**src/rtl/axi4_sha_master.sv**
```systemverilog
// rtl/axi4_sha_master.sv - AXI4-Lite initiator that loads one block into the SHA-256 peripheral,
// polls its ready flag and reads the 256-bit digest back.
module axi4_sha_master #(
  parameter logic [31:0] BASE_ADDR  = 32'h3000_0000,
  parameter int unsigned POLL_LIMIT = 1024
) (
  input  logic         clk,
  input  logic         resetn,
  input  logic         start,
  input  logic [511:0] msg_in,
  output logic         busy,
  output logic         done,
  output logic         error,
  output logic [255:0] hash_out,
  output logic         mem_axi_awvalid,
  input  logic         mem_axi_awready,
  output logic [31:0]  mem_axi_awaddr,
  output logic [2:0]   mem_axi_awprot,
  output logic         mem_axi_wvalid,
  input  logic         mem_axi_wready,
  output logic [31:0]  mem_axi_wdata,
  output logic [3:0]   mem_axi_wstrb,
  input  logic         mem_axi_bvalid,
  output logic         mem_axi_bready,
  output logic         mem_axi_arvalid,
  input  logic         mem_axi_arready,
  output logic [31:0]  mem_axi_araddr,
  output logic [2:0]   mem_axi_arprot,
  input  logic         mem_axi_rvalid,
  output logic         mem_axi_rready,
  input  logic [31:0]  mem_axi_rdata
);

  localparam int PW = $clog2(POLL_LIMIT + 1);

  typedef enum logic [2:0] {S_IDLE, S_WR, S_WR_RESP, S_RD, S_RD_DATA, S_FIN} state_t;
  typedef enum logic [2:0] {P_RST_ON, P_MSG, P_RST_OFF, P_POLL, P_HASH} phase_t;

  state_t         state, state_nxt;
  phase_t         phase;
  logic [3:0]     idx;
  logic [PW-1:0]  poll_cnt;
  logic [511:0]   msg_q;
  logic           aw_pend, w_pend;
  logic           wr_acc, poll_last;
  logic [31:0]    msg_word;

  // A channel counts as finished once its own handshake has happened, now or earlier.
  assign wr_acc    = (!aw_pend || mem_axi_awready) && (!w_pend || mem_axi_wready);
  assign poll_last = (poll_cnt == PW'(POLL_LIMIT - 1));
  assign msg_word  = msg_q[{~idx, 5'b0} +: 32];

  always_ff @(posedge clk or negedge resetn) begin
    if (!resetn) begin
      state <= S_IDLE;
    end else begin
      state <= state_nxt;
    end
  end

  always_comb begin
    state_nxt = state;
    unique case (state)
      S_IDLE:    if (start) state_nxt = S_WR;
      S_WR:      if (wr_acc) state_nxt = S_WR_RESP;
      S_WR_RESP: if (mem_axi_bvalid) state_nxt = (phase == P_RST_OFF) ? S_RD : S_WR;
      S_RD:      if (mem_axi_arready) state_nxt = S_RD_DATA;
      S_RD_DATA: begin
        if (mem_axi_rvalid) begin
          if (phase == P_POLL) begin
            state_nxt = (!mem_axi_rdata[0] && poll_last) ? S_FIN : S_RD;
          end else begin
            state_nxt = (idx == 4'd7) ? S_FIN : S_RD;
          end
        end
      end
      S_FIN:     state_nxt = S_IDLE;
      default:   state_nxt = S_IDLE;
    endcase
  end

  always_ff @(posedge clk or negedge resetn) begin
    if (!resetn) begin
      phase    <= P_RST_ON;
      idx      <= 4'd0;
      poll_cnt <= '0;
      msg_q    <= '0;
      aw_pend  <= 1'b0;
      w_pend   <= 1'b0;
      error    <= 1'b0;
      hash_out <= '0;
    end else begin
      case (state)
        S_IDLE: begin
          if (start) begin
            msg_q    <= msg_in;
            hash_out <= '0;
            error    <= 1'b0;
            phase    <= P_RST_ON;
            idx      <= 4'd0;
            poll_cnt <= '0;
            aw_pend  <= 1'b1;
            w_pend   <= 1'b1;
          end
        end
        S_WR: begin
          if (mem_axi_awready) aw_pend <= 1'b0;
          if (mem_axi_wready)  w_pend  <= 1'b0;
        end
        S_WR_RESP: begin
          if (mem_axi_bvalid) begin
            case (phase)
              P_RST_ON: begin
                phase   <= P_MSG;
                idx     <= 4'd0;
                aw_pend <= 1'b1;
                w_pend  <= 1'b1;
              end
              P_MSG: begin
                if (idx == 4'd15) begin
                  phase <= P_RST_OFF;
                  idx   <= 4'd0;
                end else begin
                  idx <= idx + 4'd1;
                end
                aw_pend <= 1'b1;
                w_pend  <= 1'b1;
              end
              default: begin
                phase    <= P_POLL;
                poll_cnt <= '0;
              end
            endcase
          end
        end
        S_RD_DATA: begin
          if (mem_axi_rvalid) begin
            if (phase == P_POLL) begin
              if (mem_axi_rdata[0]) begin
                phase <= P_HASH;
                idx   <= 4'd0;
              end else if (poll_last) begin
                error <= 1'b1;
              end else begin
                poll_cnt <= poll_cnt + PW'(1);
              end
            end else begin
              hash_out[{~idx[2:0], 5'b0} +: 32] <= mem_axi_rdata;
              idx <= idx + 4'd1;
            end
          end
        end
        default: ;
      endcase
    end
  end

  always_comb begin
    mem_axi_awaddr = BASE_ADDR;
    mem_axi_wdata  = 32'd0;
    case (phase)
      P_RST_ON: mem_axi_wdata = 32'd1;
      P_MSG: begin
        mem_axi_awaddr = BASE_ADDR + 32'h100 + {26'd0, idx, 2'b00};
        mem_axi_wdata  = msg_word;
      end
      default: ;
    endcase
  end

  assign mem_axi_araddr  = (phase == P_HASH) ? BASE_ADDR + 32'h200 + {27'd0, idx[2:0], 2'b00}
                                             : BASE_ADDR;
  assign mem_axi_awvalid = aw_pend;
  assign mem_axi_wvalid  = w_pend;
  assign mem_axi_bready  = (state == S_WR_RESP);
  assign mem_axi_arvalid = (state == S_RD);
  assign mem_axi_rready  = (state == S_RD_DATA);
  assign mem_axi_awprot  = 3'b000;
  assign mem_axi_arprot  = 3'b000;
  assign mem_axi_wstrb   = 4'hF;
  assign busy            = (state != S_IDLE) && (state != S_FIN);
  assign done            = (state == S_FIN);

endmodule

```
**config.mk**
```make
export PLATFORM = sky130hd
export DESIGN_NAME = axi4_sha_master
export DESIGN_NICKNAME = d
export VERILOG_FILES = /design/src/rtl/axi4_sha_master.sv
export SDC_FILE = /design/constraint.sdc
export NUM_CORES = 1
export LEC_CHECK = 0
export BUFFER_PORTS_ARGS = -buffer_cell sky130_fd_sc_hd__clkbuf_2
export CAP_MARGIN = 20
export CORE_AREA = 3 3 355 357
export DETAILED_ROUTE_END_ITERATION = 8
export DIE_AREA = 0 0 358 360
export REMOVE_ABC_BUFFERS = 1
export SYNTH_ARGS = -nofsm -noshare
export SYNTH_HDL_FRONTEND = slang
export SYNTH_SLANG_ARGS = --single-unit
```
**constraint.sdc**
```tcl
create_clock -name clk -period 4.5 [get_ports clk]
set_input_delay 0.45 -clock clk [delete_from_list [all_inputs] [get_ports clk]]
set_output_delay 0.45 -clock clk [all_outputs]
set_load 0.02 [all_outputs]
```
[Yosys cells after proc, flatten, opt, wreduce, memory -nomap -nowiden]
Index checks and enable logic that the tools add are counted.
Storage, ports and cells
  flip-flop bits (word level): 792
  bits in latches: 0
  memory bits (writable): 0
  bits in read-only memories: 0
  input bits: 552
  memories: 0
Cells by class
  add/sub/neg operators: 5
  multiply operators: 0
  divide/modulo/power cells: 0
  order comparisons: 0
  equal/unequal tests: 31
  shift operators: 3
  mux-type cells: 55
  bitwise operators: 2
  reductions and logical operators: 24
Operators by type and width (count)
  2-to-1 mux 256 bit: 3
  one-hot mux 256 bit (2 select lines): 1
  variable part select 512 x 10 -> 32 bit: 1
  bitwise mux 256 bit: 1
  variable shift 32 x 10 -> 256 bit (first input constant): 1
  variable part select 32 x 10 -> 256 bit: 1
  2-to-1 mux 11 bit: 7
  one-hot mux 32 bit (2 select lines): 1
  2-to-1 mux 3 bit: 14
  one-hot mux 11 bit (3 select lines): 1
  2-to-1 mux 32 bit: 1
  adder 30 x 5 -> 31 bit (first input constant): 1
  adder 30 x 6 -> 31 bit (first input constant): 1
  2-to-1 mux 31 bit: 1
  2-to-1 mux 4 bit: 6
  inequality test 2 bit (second input constant): 11
  one-hot mux 3 bit (5 select lines): 1
  AND reduction 5 bit: 3
  == test 3 x 2 -> 1 bit (second input constant): 4
  one-hot mux 4 bit (3 select lines): 1
  AND reduction 6 bit: 2
  adder 11 x 1 -> 11 bit (second input constant): 1
  == test 11 x 10 -> 1 bit (second input constant): 1
  2-to-1 mux 1 bit: 10
  28 further kinds: 45

[Logic depth before layout (Yosys ltp)]
  word-level depth: 7
  depth in mapped cells: 8
  depth with buffers taken out: 6

[Least setup slack after synthesis]
No wires, ideal clock.
  path type: register to register
  start point: register idx[1]
  end point: register hash_out[78]
  library setup time: 0.128 ns
  data arrival time: 2.380 ns
  data required time: 4.372 ns
  setup slack: 1.993 ns
  stages on the path, launching flop included: 8
  period minus slack after synthesis: 2.507 ns
  cell sequence: dfrtp_1 ha_1 ha_1 clkbuf_1 nand4b_2 a211oi_4 buf_4 mux2_1
Between the ends
  cells in the longest elaborated chain, start to end: 7
Ends and longest elaborated chain
  start, declared: RTL line 41  | logic [3:0] idx;
  start signal, assigned: RTL line 124  | idx <= idx + 4'd1;
  start signal, assigned: RTL line 149  | idx <= idx + 4'd1;
  inverter 3 bit *: RTL line 148  | hash_out[{~idx[2:0], 5'b0} +: 32] <= mem_axi_rdata;
  negation 8 -> 10 bit *: RTL line 148
  variable part select 32 x 10 -> 256 bit or variable shift 32 x 10 -> 256 bit (tied branches): RTL line 148
  bitwise mux 256 bit *: RTL line 148
  2-to-1 mux 256 bit *: RTL line 138  | if (phase == P_POLL) begin
  2-to-1 mux 256 bit *: RTL line 137  | if (mem_axi_rvalid) begin
  one-hot mux 256 bit (2 select lines) *: RTL line 93  | case (state)
  end signal, assigned by index: RTL line 148
  end, declared: RTL line 14  | output logic [255:0] hash_out,
Mark *: on every way between the ends. The rest lies on a longest branch, timed or not. The select of a mux whose other input is x is not followed.
A chain may end at the register's enable or synchronous reset.

[Worst setup path after layout]
  start point: register phase[2]
  end point: output mem_axi_wdata[14]
Between the ends
  cells in the longest elaborated chain, start to end: 2
Ends and longest elaborated chain
  start, declared: RTL line 40  | phase_t phase;
  start signal, assigned: RTL line 84  | phase <= P_RST_ON;
  start signal, assigned: RTL line 99  | phase <= P_RST_ON;
  start signal, assigned: RTL line 114  | phase <= P_MSG;
  == test 3 x 1 -> 1 bit or zero test 3 bit (tied branches): RTL line 161  | case (phase)
  one-hot mux 32 bit (2 select lines) *: RTL line 161
  end, declared: RTL line 21  | output logic [31:0] mem_axi_wdata,
Mark *: on every way between the ends. The rest lies on a longest branch, timed or not.

==> results.md <==
- IO Port Bufs: between 800 and 900
- Worst-margin pin slew: roughly 1000 ps
- Setup violators final: 0
- Max VDD drop: approximately 0.00041 V
- Flop2flop setup slack: approximately 1100 ps
- Critical Path RT: ~4000 ps
- Internal power: 19250 µW
- Met3 wire len: 7.922 mm
- Worst-case clock buffer depth: 3
- Yosys cell types: 69
- Overall Global Routing Usage: 0.1808
- Final Slew Violations: 0
- Clock Pin Slew Worst Setup and Hold Paths: 60 ps
- Cts bufs inserted: 90
- Hold Vio Cnt, Final: 0
- Hold Slack: roughly 76 ps
- Power Total: ~28000 µW
- WL met2: between 50 and 60 mm
- Clock Power Share: 0.258
- Hold path cells: 2
- Vias per cell: roughly 4.8
- Final instance area: about 0.048 mm²
- Most frequent cells in the layout: clkbuf_2, dfrtp_1, mux2_2, dlygate4sd3_1, a22o_1
- Post-synth EDFFs: 0
- Die width: 358 µm
- Critical Path AT: roughly 3400 ps
- Lkg Pwr: between 0.02 and 0.025 µW
- I/O pin count: just over 900
- Die area: between 0.1 and 0.15 mm²
- Max-cap violation count: 0
- Worst slew margin: 0.3030
- Root buffer cell: clkbuf_16
- Startpoint types: flip-flop
- FF+latch count, synth: about 790
- Reg2Reg Capture Point: hash_out[14]
- Clock latency at the later pin of the worst-skew pair: between 600 and 700 ps
- Post-synthesis cell count: between 2000 and 2500
- Worst reg2reg path depth: 5
- H-tree Lvls: 3
- Fin crit period: ~3800 ps
- Gpl congestion: ~0.80
- DRC: 0
- Status: completed
- CTS sink cnt: about 790
- DRT Wirelength: roughly 120 mm
- Drt first pass iters: 7
- DRT antenna net count: 0
- Worst r2r src: idx[0]
- Min-delay worst type: input pin to flip-flop
- FFs w/ async S/R, synth: 1.000
- Vias: between 20000 and 30000
- Prevailing post-synth register cell: dfrtp_1
- Postcts setup bufs: 0
- P_sw: slightly above 9000 µW
- Net Sw Frac: 0.3204
- Mapped cell area: 0.03438 mm²
- CORE AREA: 0.1233 mm²
- Initial Utilization: 0.2788
- Std cell rows: 129
- Fraction of layout cells with a size suffix above 1: 0.4774
- Power Density: 584.2 mW/mm²
- Hold Startpoint: msg_in[468]
- Dpl hpwl: between 80 and 90 mm
- Clock Skews: 23.70 ps
- Source of the critical timing path: phase[2]
- Fmax: 261.2 MHz
- Residual overflow from global routing: 0
- First-pass GRT wire length: about 180 mm
- Commonest non-fill, non-tap cell in the layout: clkbuf_2
- Yosys Warn Count: 0
- CP endpoint kind: primary output
- Post-synthesis sequential area ratio: 0.5765
- Comb power frac: 0.347
- WL met1: about 47 mm
- Fin nets: around 4100
- Crit Path Category: flip-flop to primary output
- Largest net degree at the start of global routing: between 90 and 100
- Top Metal Used: met5
- DRT iter0 DRCs: around 1600
- Post-DP Area: between 0.04 and 0.05 mm²
- Unrepaired setup endpoints after global routing: false
- Endpoint, Worst Hold: msg_q[468]
- Seq pwr share: 0.395
- Syn Area/Cell: ~15 µm²
- CTS tree: done
- Synth-to-Final Area Change: 41.03%
- Vias in the first global route: about 27000
- Critical path fanouts, max: 19
- Die Span Y: 360 µm
- Final Cycle Share: 0.8508
- Initial antenna violation count: 29
- Routed wire length per instance: 22.38 µm
[flip-flops by register name, indices dropped and copies added (netlist names)]
signal / flops
hash_out: 256
mem_axi_awvalid: 1
state: 3
idx: 4
msg_q: 512
phase: 3
poll_cnt: 11
mem_axi_wvalid: 1
error: 1
[stage by stage]
stage	setup WS [ps]	cells	utilization	setup TNS, ps
after detailed placement	1157	4622	0.3275	0
final	671.4	5315	0.3932	0
after floorplan	-8678	2059	-	-5207990
after global routing	457.6	5312	0.3931	0
after global placement	1244	4621	0.3275	0
after CTS	536.0	5292	0.3927	0
[cell families after synthesis]
kind of cell	after synthesis	synth area share
compound gates	330	0.08108
xor+xnor	1	0.0002548
other cells	2	0.0002184
simple gates	127	0.02242
flops	792	0.5765
mux	728	0.2783
fa+ha+maj	4	0.001456
buf+inv	257	0.03978
[cells in the mapped netlist (3+ instances only)]
library cell	count	share of area
a211o_1	8	0.0020
a21oi_1	6	0.00087
a22o_1	138	0.035
a31oi_1	7	0.0013
a41oi_1	8	0.0020
and2_1	19	0.0035
and3_1	9	0.0016
buf_1	17	0.0019
buf_2	91	0.013
buf_4	69	0.015
buf_6	4	0.0013
clkbuf_1	64	0.0070
dfrtp_1	792	0.58
ha_1	4	0.0015
inv_1	10	0.0011
mux2_1	13	0.0043
mux2_2	521	0.17
mux2i_1	65	0.019
mux4_2	129	0.085
nand2_1	29	0.0032
nand2b_1	4	0.00073
nand3_1	8	0.0012
nand4_1	4	0.00073
nand4bb_1	3	0.00098
nor2_1	12	0.0013
nor2b_1	4	0.00073
nor3_1	7	0.0010
nor3_2	6	0.0017
o21a_1	3	0.00066
o21ai_0	6	0.00087
o22ai_1	31	0.0056
o2bb2ai_1	104	0.026
[critical path, stage by stage (launching register included)]
cell and delay (ps):
dfrtp_1 490, nor2_1 290, and2_1 260, nand2_2 610
buf_4 490, o22ai_1 280, clkbuf_2 240
[area by class of cell]
cell class	instances	area, µm²
Antenna cell	23	57.56
Sequential cell	792	19830
Inverter	12	45.04
Fill cell	11590	74830
Clock inverter	37	425.4
Timing Repair Buffer	1435	10110
Clock buffer	124	2521
Tap cell	1637	2048
Multi-Input combinational cell	1255	13450
[metal layers]
layer	up-vias	GRT usage
li1	11060	-
met1	13080	0.2169
met2	1004	0.3088
met3	271	0.04575
met4	8	0.07250
met5	-	0
[power groups by stage]
stage               combinational [µW]  sequential [µW]  clock (µW)
finish                            9820            11200        7320
CTS                               9910            11200        7530
global placement                  9340            11200           0
floorplan                         6710            11000           0
global route                     10600            11500        7800
detailed placement                9500            11300           0
[worst max-delay path by stage]
stage | endpoint | slack (ps) | cells past startpoint
after floorplan | phase[1] | -8680 | 3
after global placement | hash_out[6] | 1240 | 5
after detailed placement | hash_out[12] | 1160 | 5
after CTS | mem_axi_wdata[14] | 540 | 6
after global routing | mem_axi_wdata[14] | 460 | 6
final | mem_axi_wdata[14] | 670 | 6
[timing repair]
item	4_1_cts	5_1_grt
hold buffers	509	0
resized for setup	0	0
endpoints found under the setup margin	0	0
endpoints found under the hold margin	579	0
Note: power is estimated with default switching activity, not from simulation.
